**config.mk**
```make
export PLATFORM = sky130hd
export DESIGN_NAME = pdh_cmd_dispatch
export DESIGN_NICKNAME = d
export VERILOG_FILES = /design/src/rtl/pdh_cmd_dispatch.sv
export SDC_FILE = /design/constraint.sdc
export NUM_CORES = 1
export LEC_CHECK = 0
export BUFFER_PORTS_ARGS = -buffer_cell sky130_fd_sc_hd__buf_2
export CAP_MARGIN = 5
export CORE_MARGIN = 1.5
export CORE_UTILIZATION = 40
export DETAILED_ROUTE_END_ITERATION = 10
export SLEW_MARGIN = 20
export SYNTH_ARGS = -nofsm -noshare
export SYNTH_HDL_FRONTEND = slang
export SYNTH_SLANG_ARGS = --single-unit
```
**constraint.sdc**
```tcl
create_clock -name clk -period 2.6 [get_ports clk]
set_clock_uncertainty 0.15 [all_clocks]
set_input_delay 0.26 -clock clk [delete_from_list [all_inputs] [get_ports clk]]
set_output_delay 0.26 -clock clk [all_outputs]
set_load 0.03 [all_outputs]
```
**src/rtl/pdh_cmd_dispatch.sv**
```systemverilog
// pdh_cmd_dispatch: PS->PL command dispatcher; optional ack timeout enabled by macro PDH_DISPATCH_TIMEOUT_EN
module pdh_cmd_dispatch #(
    parameter int NUM_MODULES    = 4,
    parameter int CMD_BITS       = 4,
    parameter int DATA_BITS      = 27,
    parameter int CB_BITS        = 8,
    parameter int TIMEOUT_CYCLES = 1024
) (
    input  logic                           clk,
    input  logic                           rst_ni,
    input  logic [31:0]                    gpio_i,
    output logic [31:0]                    gpio_o,
    output logic [NUM_MODULES-1:0]         mod_en_o,
    output logic [DATA_BITS-1:0]           mod_data_o,
    input  logic [NUM_MODULES-1:0]         mod_ack_i,
    input  logic [NUM_MODULES*CB_BITS-1:0] mod_cb_i,
    output logic                           busy_o
);
    localparam int TGT_W = NUM_MODULES > 1 ? $clog2(NUM_MODULES) : 1;
    localparam logic [CMD_BITS-1:0] STROBE = CMD_BITS'(14);
    localparam logic [CMD_BITS-1:0] IDLE   = '0;

    typedef enum logic [1:0] {S_IDLE, S_DISPATCH, S_WAIT} state_t;

    state_t               r_state;
    logic [31:0]          r_s1, r_s2;
    logic [CMD_BITS-1:0]  r_cmd_prev, r_pend_cmd, r_act_cmd, r_last_cmd;
    logic [DATA_BITS-1:0] r_pend_data;
    logic [TGT_W-1:0]     r_tgt;
    logic [CB_BITS-1:0]   r_cb;
    logic [7:0]           r_txn;
    logic                 r_err, r_tmo, r_ovr;

    logic [CMD_BITS-1:0]  w_cmd_s;
    logic [DATA_BITS-1:0] w_data_s;
    logic [TGT_W-1:0]     w_tgt;
    logic [CB_BITS-1:0]   w_cb;
    logic                 w_srst, w_strobe_edge, w_pend_ok, w_ack, w_tmo_hit;

    assign w_cmd_s       = r_s2[DATA_BITS +: CMD_BITS];
    assign w_data_s      = r_s2[DATA_BITS-1:0];
    assign w_srst        = r_s2[31];
    assign w_strobe_edge = (w_cmd_s == STROBE) && (r_cmd_prev != STROBE);
    assign w_pend_ok     = (r_pend_cmd != IDLE) && (int'(r_pend_cmd) <= NUM_MODULES);
    assign w_tgt         = TGT_W'(r_pend_cmd - CMD_BITS'(1));
    assign w_ack         = mod_ack_i[r_tgt];
    assign w_cb          = mod_cb_i[r_tgt*CB_BITS +: CB_BITS];

    assign gpio_o = {r_txn, 4'h0, r_ovr, r_tmo, busy_o, r_err, 4'(w_cmd_s), 4'(r_last_cmd), 8'(r_cb)};

    // two-flop synchroniser for the asynchronous PS GPIO word; soft reset travels through it
    always_ff @(posedge clk or negedge rst_ni) begin
        if (!rst_ni) begin
            r_s1 <= '0;
            r_s2 <= '0;
        end else begin
            r_s1 <= gpio_i;
            r_s2 <= r_s1;
        end
    end

`ifdef PDH_DISPATCH_TIMEOUT_EN
    localparam int TCW = TIMEOUT_CYCLES > 1 ? $clog2(TIMEOUT_CYCLES) : 1;
    logic [TCW-1:0] r_tcnt;

    // counts cycles spent in WAIT_ACK; idles at zero elsewhere
    always_ff @(posedge clk or negedge rst_ni) begin
        if (!rst_ni) r_tcnt <= '0;
        else r_tcnt <= (w_srst || r_state != S_WAIT || w_tmo_hit) ? '0 : r_tcnt + TCW'(1);
    end

    assign w_tmo_hit = (r_state == S_WAIT) && (r_tcnt == TCW'(TIMEOUT_CYCLES - 1));
`else
    assign w_tmo_hit = 1'b0;
`endif

    // pending latch, strobe edge tracking and the dispatch FSM with registered outputs
    always_ff @(posedge clk or negedge rst_ni) begin
        if (!rst_ni) begin
            r_state     <= S_IDLE;
            r_cmd_prev  <= '0;
            r_pend_cmd  <= '0;
            r_pend_data <= '0;
            r_act_cmd   <= '0;
            r_last_cmd  <= '0;
            r_tgt       <= '0;
            r_cb        <= '0;
            r_txn       <= '0;
            r_err       <= 1'b0;
            r_tmo       <= 1'b0;
            r_ovr       <= 1'b0;
            mod_en_o    <= '0;
            mod_data_o  <= '0;
            busy_o      <= 1'b0;
        end else if (w_srst) begin
            r_state     <= S_IDLE;
            r_cmd_prev  <= '0;
            r_pend_cmd  <= '0;
            r_pend_data <= '0;
            r_act_cmd   <= '0;
            r_last_cmd  <= '0;
            r_tgt       <= '0;
            r_cb        <= '0;
            r_txn       <= '0;
            r_err       <= 1'b0;
            r_tmo       <= 1'b0;
            r_ovr       <= 1'b0;
            mod_en_o    <= '0;
            mod_data_o  <= '0;
            busy_o      <= 1'b0;
        end else begin
            r_cmd_prev <= w_cmd_s;
            mod_en_o   <= '0;
            if (w_cmd_s != IDLE && w_cmd_s != STROBE) begin
                r_pend_cmd  <= w_cmd_s;
                r_pend_data <= w_data_s;
            end
            if (w_strobe_edge && r_state != S_IDLE) r_ovr <= 1'b1;
            case (r_state)
                S_IDLE: begin
                    if (w_strobe_edge && w_pend_ok) begin
                        r_state    <= S_DISPATCH;
                        mod_en_o   <= NUM_MODULES'(1) << w_tgt;
                        mod_data_o <= r_pend_data;
                        r_tgt      <= w_tgt;
                        r_act_cmd  <= r_pend_cmd;
                        busy_o     <= 1'b1;
                        r_err      <= 1'b0;
                        r_tmo      <= 1'b0;
                        r_ovr      <= 1'b0;
                    end else if (w_strobe_edge) begin
                        r_err      <= 1'b1;
                        r_last_cmd <= r_pend_cmd;
                    end
                end
                S_DISPATCH: r_state <= S_WAIT;
                S_WAIT: begin
                    if (w_ack) begin
                        r_state    <= S_IDLE;
                        r_cb       <= w_cb;
                        r_last_cmd <= r_act_cmd;
                        r_txn      <= r_txn + 8'd1;
                        busy_o     <= 1'b0;
                    end else if (w_tmo_hit) begin
                        r_state    <= S_IDLE;
                        r_tmo      <= 1'b1;
                        r_cb       <= '0;
                        r_last_cmd <= r_act_cmd;
                        busy_o     <= 1'b0;
                    end
                end
                default: r_state <= S_IDLE;
            endcase
        end
    end
endmodule

```
# Word-level counts from Yosys, hierarchy flattened
# Index checks and enable logic that the tools add are counted.
totals:
  out_inout_bits: 64
  wordCells: 103
  reg_bits: 162
  in_bits: 70
op_classes:
  shifts: 2
  n_reduce_logical: 22
  n_eq_ne: 9
  add_sub_neg: 2
  magnitude_cmp: 2
  mux: 49
ops:
  columns: ["op", "count"]
  rows:
  - ["$mux W27", 5]
  - ["$mux W4", 13]
  - ["$mux W8", 6]
  - ["$shiftx A32 B6 Y8", 1]
  - ["$mux W1", 15]
  - ["$mux W2", 6]
  - ["$ne A3 B3 Y1 const B", 4]
  - ["$reduce_bool A2 Y1", 6]
  - ["$add A8 B1 Y8 const B", 1]
  - ["$ne A4 B4 Y1 const B", 2]
  - ["$pmux W4 S2", 1]
  - ["$reduce_and A2 Y1", 4]
  - ["$reduce_bool A4 Y1", 2]
  - ["$pmux W2 S3", 1]
  - ["$reduce_bool A3 Y1", 2]
  - ["$logic_and A1 B1 Y1", 5]
  - ["$eq A4 B4 Y1 const B", 1]
  - ["$le A4 B3 Y1 const B", 1]
  - ["$reduce_and A4 Y1", 1]
  - ["$shl A1 B2 Y4 const A", 1]
  - ["$lt A2 B3 Y1 const B", 1]
  - ["$reduce_and A3 Y1", 1]
  - ["$bmux W1 S2", 1]
  - ["$eq A2 B1 Y1 const B", 1]
  - ["other kinds (4)", 4]

# Longest topological paths before layout
depth:
  word_depth: 7
  mapped_depth: 8

# Least setup slack after synthesis
# Ideal clock, no wire load.
synth_timing:
  path_kind: "reg-to-reg"
  startpoint: "register r_pend_cmd[0]"
  endpoint: "register r_tgt[1]"
  t_required_ns: 2.383
  path_buffers: 2
  path_stages_with_launch: 9
  slack_ns: 0.581
  t_arrival_ns: 1.803
  synth_period_minus_slack_ns: 2.019
  path_cell_list: "dfrtp_1 inv_1 ha_1 xor2_1 or2_2 clkbuf_1 nor3_4 buf_6 a22o_1"
synth_between:
  elab_chain_len: 5
  elab_cells_between_ends: 10
  classes_between: "1 x add/sub; 1 x order compare; 3 x mux; 5 x reduce/logical"
synth_lines:
  columns: ["element", "line", "source"]
  rows:
  - ["from (decl)", "27", "logic [CMD_BITS-1:0] r_cmd_prev, r_pend_cmd, r_act_cmd, r_last_cmd;"]
  - ["from (signal assigned)", "115", "r_pend_cmd <= w_cmd_s;"]
  - ["$le A4 B3 Y1 / $reduce_bool A4 Y1 (equally long branches)", "44", "assign w_pend_ok = (r_pend_cmd != IDLE) && (int'(r_pend_cmd) <= NUM_MODULES);"]
  - ["$logic_and A1 B1 Y1", "44", null]
  - ["$logic_and A1 B1 Y1", "121", "if (w_strobe_edge && w_pend_ok) begin"]
  - ["$reduce_bool A2 Y1 (no source line)", null, null]
  - ["$reduce_and A2 Y1 (no source line)", null, null]
  - ["to (signal assigned)", "125", "r_tgt <= w_tgt;"]
  - ["to (decl)", "29", "logic [TGT_W-1:0] r_tgt;"]
# Several ways; a longest one is shown, not always the timed one. The select of a mux whose other input is x is not followed.
# A chain may end at the register's enable or synchronous reset.

# Worst setup path in the final report
layout_timing:
  startpoint: "register r_pend_cmd[0]"
  endpoint: "register mod_data_o[11]"
layout_between:
  elab_chain_len: 5
  elab_cells_between_ends: 6
  classes_between: "1 x order compare; 5 x reduce/logical"
layout_lines:
  columns: ["element", "line", "source"]
  rows:
  - ["$le A4 B3 Y1 / $reduce_bool A4 Y1 (equally long branches)", "44", null]
  - ["$logic_and A1 B1 Y1 *", "44", null]
  - ["$logic_and A1 B1 Y1 *", "121", null]
  - ["$reduce_bool A2 Y1 (no source line) *", null, null]
  - ["$reduce_and A2 Y1 (no source line) *", null, null]
  - ["to (signal assigned)", "124", "mod_data_o <= r_pend_data;"]
  - ["to (decl)", "14", "output logic [DATA_BITS-1:0] mod_data_o,"]
# Every way passes the cells marked *; elsewhere a longest branch is shown, timed or not.

==> run_results.csv <==
group,metric,value,unit
global_routing,grt_pass1_vias,4254,
yosys,synth_async_sr_flop_share,1.00,
clocking,cts_setup_buffers,0,
yosys,synth_warnings,0,
floorplanning,num_rows,44,
setup_path,crit_path_start_kind,"flop",
setup_path,end_kind,"flop",
power,max-vdd-ir-drop,0.000404,V
power,clockPowerShare,0.438,
power,p_seq_frac,0.502,
global_routing,grt_antenna_before_repair,0,
clocking,numCtsBuffers,17,
sta,max_freq,451,MHz
power,internal_power,4.06,mW
clocking,cts_sinks,161,
yosys,syn_area_per_cell,12.9,um^2
setup_path,cp_slowest_cell,"dfrtp_1",
clocking,cts_root_buf,"clkbuf_16",
power,p_sw_frac,0.229,
global_routing,grt_use_total,0.170,
power,leakage,3.74,nW
yosys,synth_edf_count,0,
placement,gp_congestion,0.825,
layout,finalInstanceArea,7630,um^2
routing,wl,12300,um
floorplanning,dieArea,15600,um^2
layout,syn2layout_area_growth,28.4,%
placement,place_area,6740,um^2
clocking,cts_tree,"done",
placement,numPortBuffers,128,
setup_path,worstPathArrival,2420,ps
sta,fin_tns_setup,0,ps
clocking,clkTransAtPathRegs,60,ps
sta,slew_headroom,0.363,
floorplanning,start_util,0.409,
setup_path,crit_family,"simple AND/OR/NAND/NOR gates",
sta,post-route-period-util,0.852,
yosys,yosysSeqAreaShare,0.678,
routing,wl_per_cell,15.1,um
floorplanning,die_w,125,um
yosys,synth_common_cells,"161 x dfrtp_1, 80 x nand2_1, 45 x a21oi_1",
sta,drv_slew,0,
setup_path,worst-path-buf-inv,2,
sta,tightest_slew,956,ps
yosys,synthFlopType,"dfrtp_1",
clocking,cts_buffer_depth,2,
yosys,netlist_instances,460,
clocking,htreeDepth,4,
floorplanning,fp.dieH,125,um
routing,num_vias,4023,
layout,nets,693,
clocking,ctsHoldBuffers,33,
layout,drive_gt1_frac,0.303,
global_routing,grt_first_pass_wirelength,20800,um
floorplanning,boundaryPins,134,
setup_path,path_max_fanout,32,
clocking,cts-resized-gates,0,
flow_run,cap_viol_max_count,0,
power,total_power,5.27,mW
placement,dp_hpwl,8170,um
setup_path,crit_chain,"inv_1 -> ha_1 -> xor2_1 -> or2_2 -> nor3_4 -> buf_4 -> a22o_1",
yosys,synth_area_leader_cell,"dfrtp_1",
setup_path,crit_type,"reg -> reg",
layout,diodes,0,
sta,final-setup-viol-count,0,
power,p_switching,1.21,mW
sta,finalCriticalPeriod,2220,ps
layout,utilization,0.525,
sta,final_hold_viol_count,0,
routing,vias_per_cell,4.94,
setup_path,cp_slowest_stage_delay,440,ps
yosys,synth_area,5950,um^2
routing,drtIter0Drc,147,
yosys,synth_area_leaders,"dfrtp_1 68%, nand2_1 5.1%, a22o_1 4.7%",
global_routing,grt_max_degree,67,
routing,drt_first_pass_iters,4,
sta,rsz0062_at_grt,"no",
global_routing,overflow,0,
clocking,clock_latency,420,ps
power,power_density,690,nW/um^2
yosys,yosysTopAreaCellShare,0.678,
power,share_comb_of_total_power,0.061,
yosys,yosysUniqueCellTypes,40,
routing,antenna_left,0,
yosys,synth.most_common_cell,"dfrtp_1",
setup_path,cp_data_required_time,2800,ps
min_path,hp-class,"in -> async",
layout,fillers,1251,
status,status,"complete, no violations",
routing,drc,0,
yosys,synth_seq_cells,161,
floorplanning,core-area,14500,um^2
-- through the flow --
| stage | worst slack (ps) | hold slack, ps | instances |
|---|---|---|---|
| after floorplan | 581 | -186 | 464 |
| after detailed placement | 412 | 62.9 | 750 |
| final | 384 | 178 | 815 |
| after global routing | 215 | 198 | 815 |
| after global placement | 499 | 56.3 | 750 |
| after CTS | 380 | 163 | 815 |
-- layout by cell type, fill, tap and decap left out, types with 6 or more instances in the layout --
cell,n
dlygate4sd3_1,33
dfrtp_1,160
mux4_2,9
buf_4,10
clkbuf_16,17
a21oi_1,43
nand3_1,9
xor2_1,6
nor2b_1,9
nand2b_1,7
and2_1,8
buf_2,127
nor2_1,9
nand2_1,80
a22o_1,32
-- flip-flops by register name (all words and copies together) (netlist names) --
signal       flops
r_s2            32
r_err            1
r_ovr            1
mod_en_o         4
busy_o           1
r_txn            8
r_cb             8
r_state          2
mod_data_o      27
r_cmd_prev       4
r_act_cmd        4
r_pend_cmd       4
r_last_cmd       4
r_pend_data     27
r_s1            32
r_tgt            2
-- layer usage --
metal / routed length, um / track usage / vias up
met2: 6190 / 0.292 / 127
li1: - / - / 1880
met5: 0 / 0 / -
met3: 560 / 0.0374 / 17
met4: 248 / 0.0782 / 0
met1: 5330 / 0.206 / 1999
-- layout make-up --
type,count,area (um^2),share of cell area
clock buffer,22,484,0.0634
timing repair buffer,172,1070,0.140
sequential,161,4030,0.528
clock inverter,10,77.6,0.0102
inverter,3,11.3,0.00147
multi-input combinational,263,1730,0.226
tap,184,230,0.0302
-- worst reg2reg max path: cells and delay by family, from the launching register on --
kind                     cells  cell delay [ps]
buffers and inverters        2              470
adder cells (fa/ha/maj)      1              230
flip-flops                   1              440
AND/OR/NAND/NOR              2              480
XOR/XNOR                     1              170
AO/OA/AOI/OAI                1              220
-- logic make-up (layout without fill, tap and decap cells) --
| family | Yosys count | in the layout | share of synthesized area |
|---|---|---|---|
| AO/OA/AOI/OAI | 91 | 91 | 0.103 |
| AND/OR/NAND/NOR | 140 | 140 | 0.115 |
| XOR/XNOR | 7 | 7 | 0.0103 |
| other | 1 | 5 | 0.000631 |
| multiplexers | 15 | 15 | 0.0450 |
| flip-flops | 161 | 161 | 0.678 |
| adder cells (fa/ha/maj) | 5 | 5 | 0.0105 |
| buffers and inverters | 40 | 207 | 0.0379 |
-- power by group through the flow --
stage / registers (mW) / logic [mW] / clock network, mW
6_report: 2.64 / 0.319 / 2.30
5_1_grt: 2.65 / 0.359 / 2.48
3_5_place_dp: 2.69 / 0.286 / 0
4_1_cts: 2.64 / 0.325 / 2.36
2_1_floorplan: 2.68 / 0.147 / 0
3_3_place_gp: 2.68 / 0.277 / 0
-- path summary, 6_finish.rpt --
kind	cells after the start	slack, ps	from	endpoint
setup / recovery	7	380	r_pend_cmd[0]	mod_data_o[11]
setup reg to reg	7	380	r_pend_cmd[0]	mod_data_o[11]
hold / removal	2	180	rst_ni	r_txn[6]
min in group clk	4	180	mod_cb_i[0]	r_cb[0]
max in group asynchronous	3	1360	rst_ni	mod_data_o[23]
hold reg to reg	0	200	r_s1[5]	r_s2[5]
(Power assumes the default switching activity.)
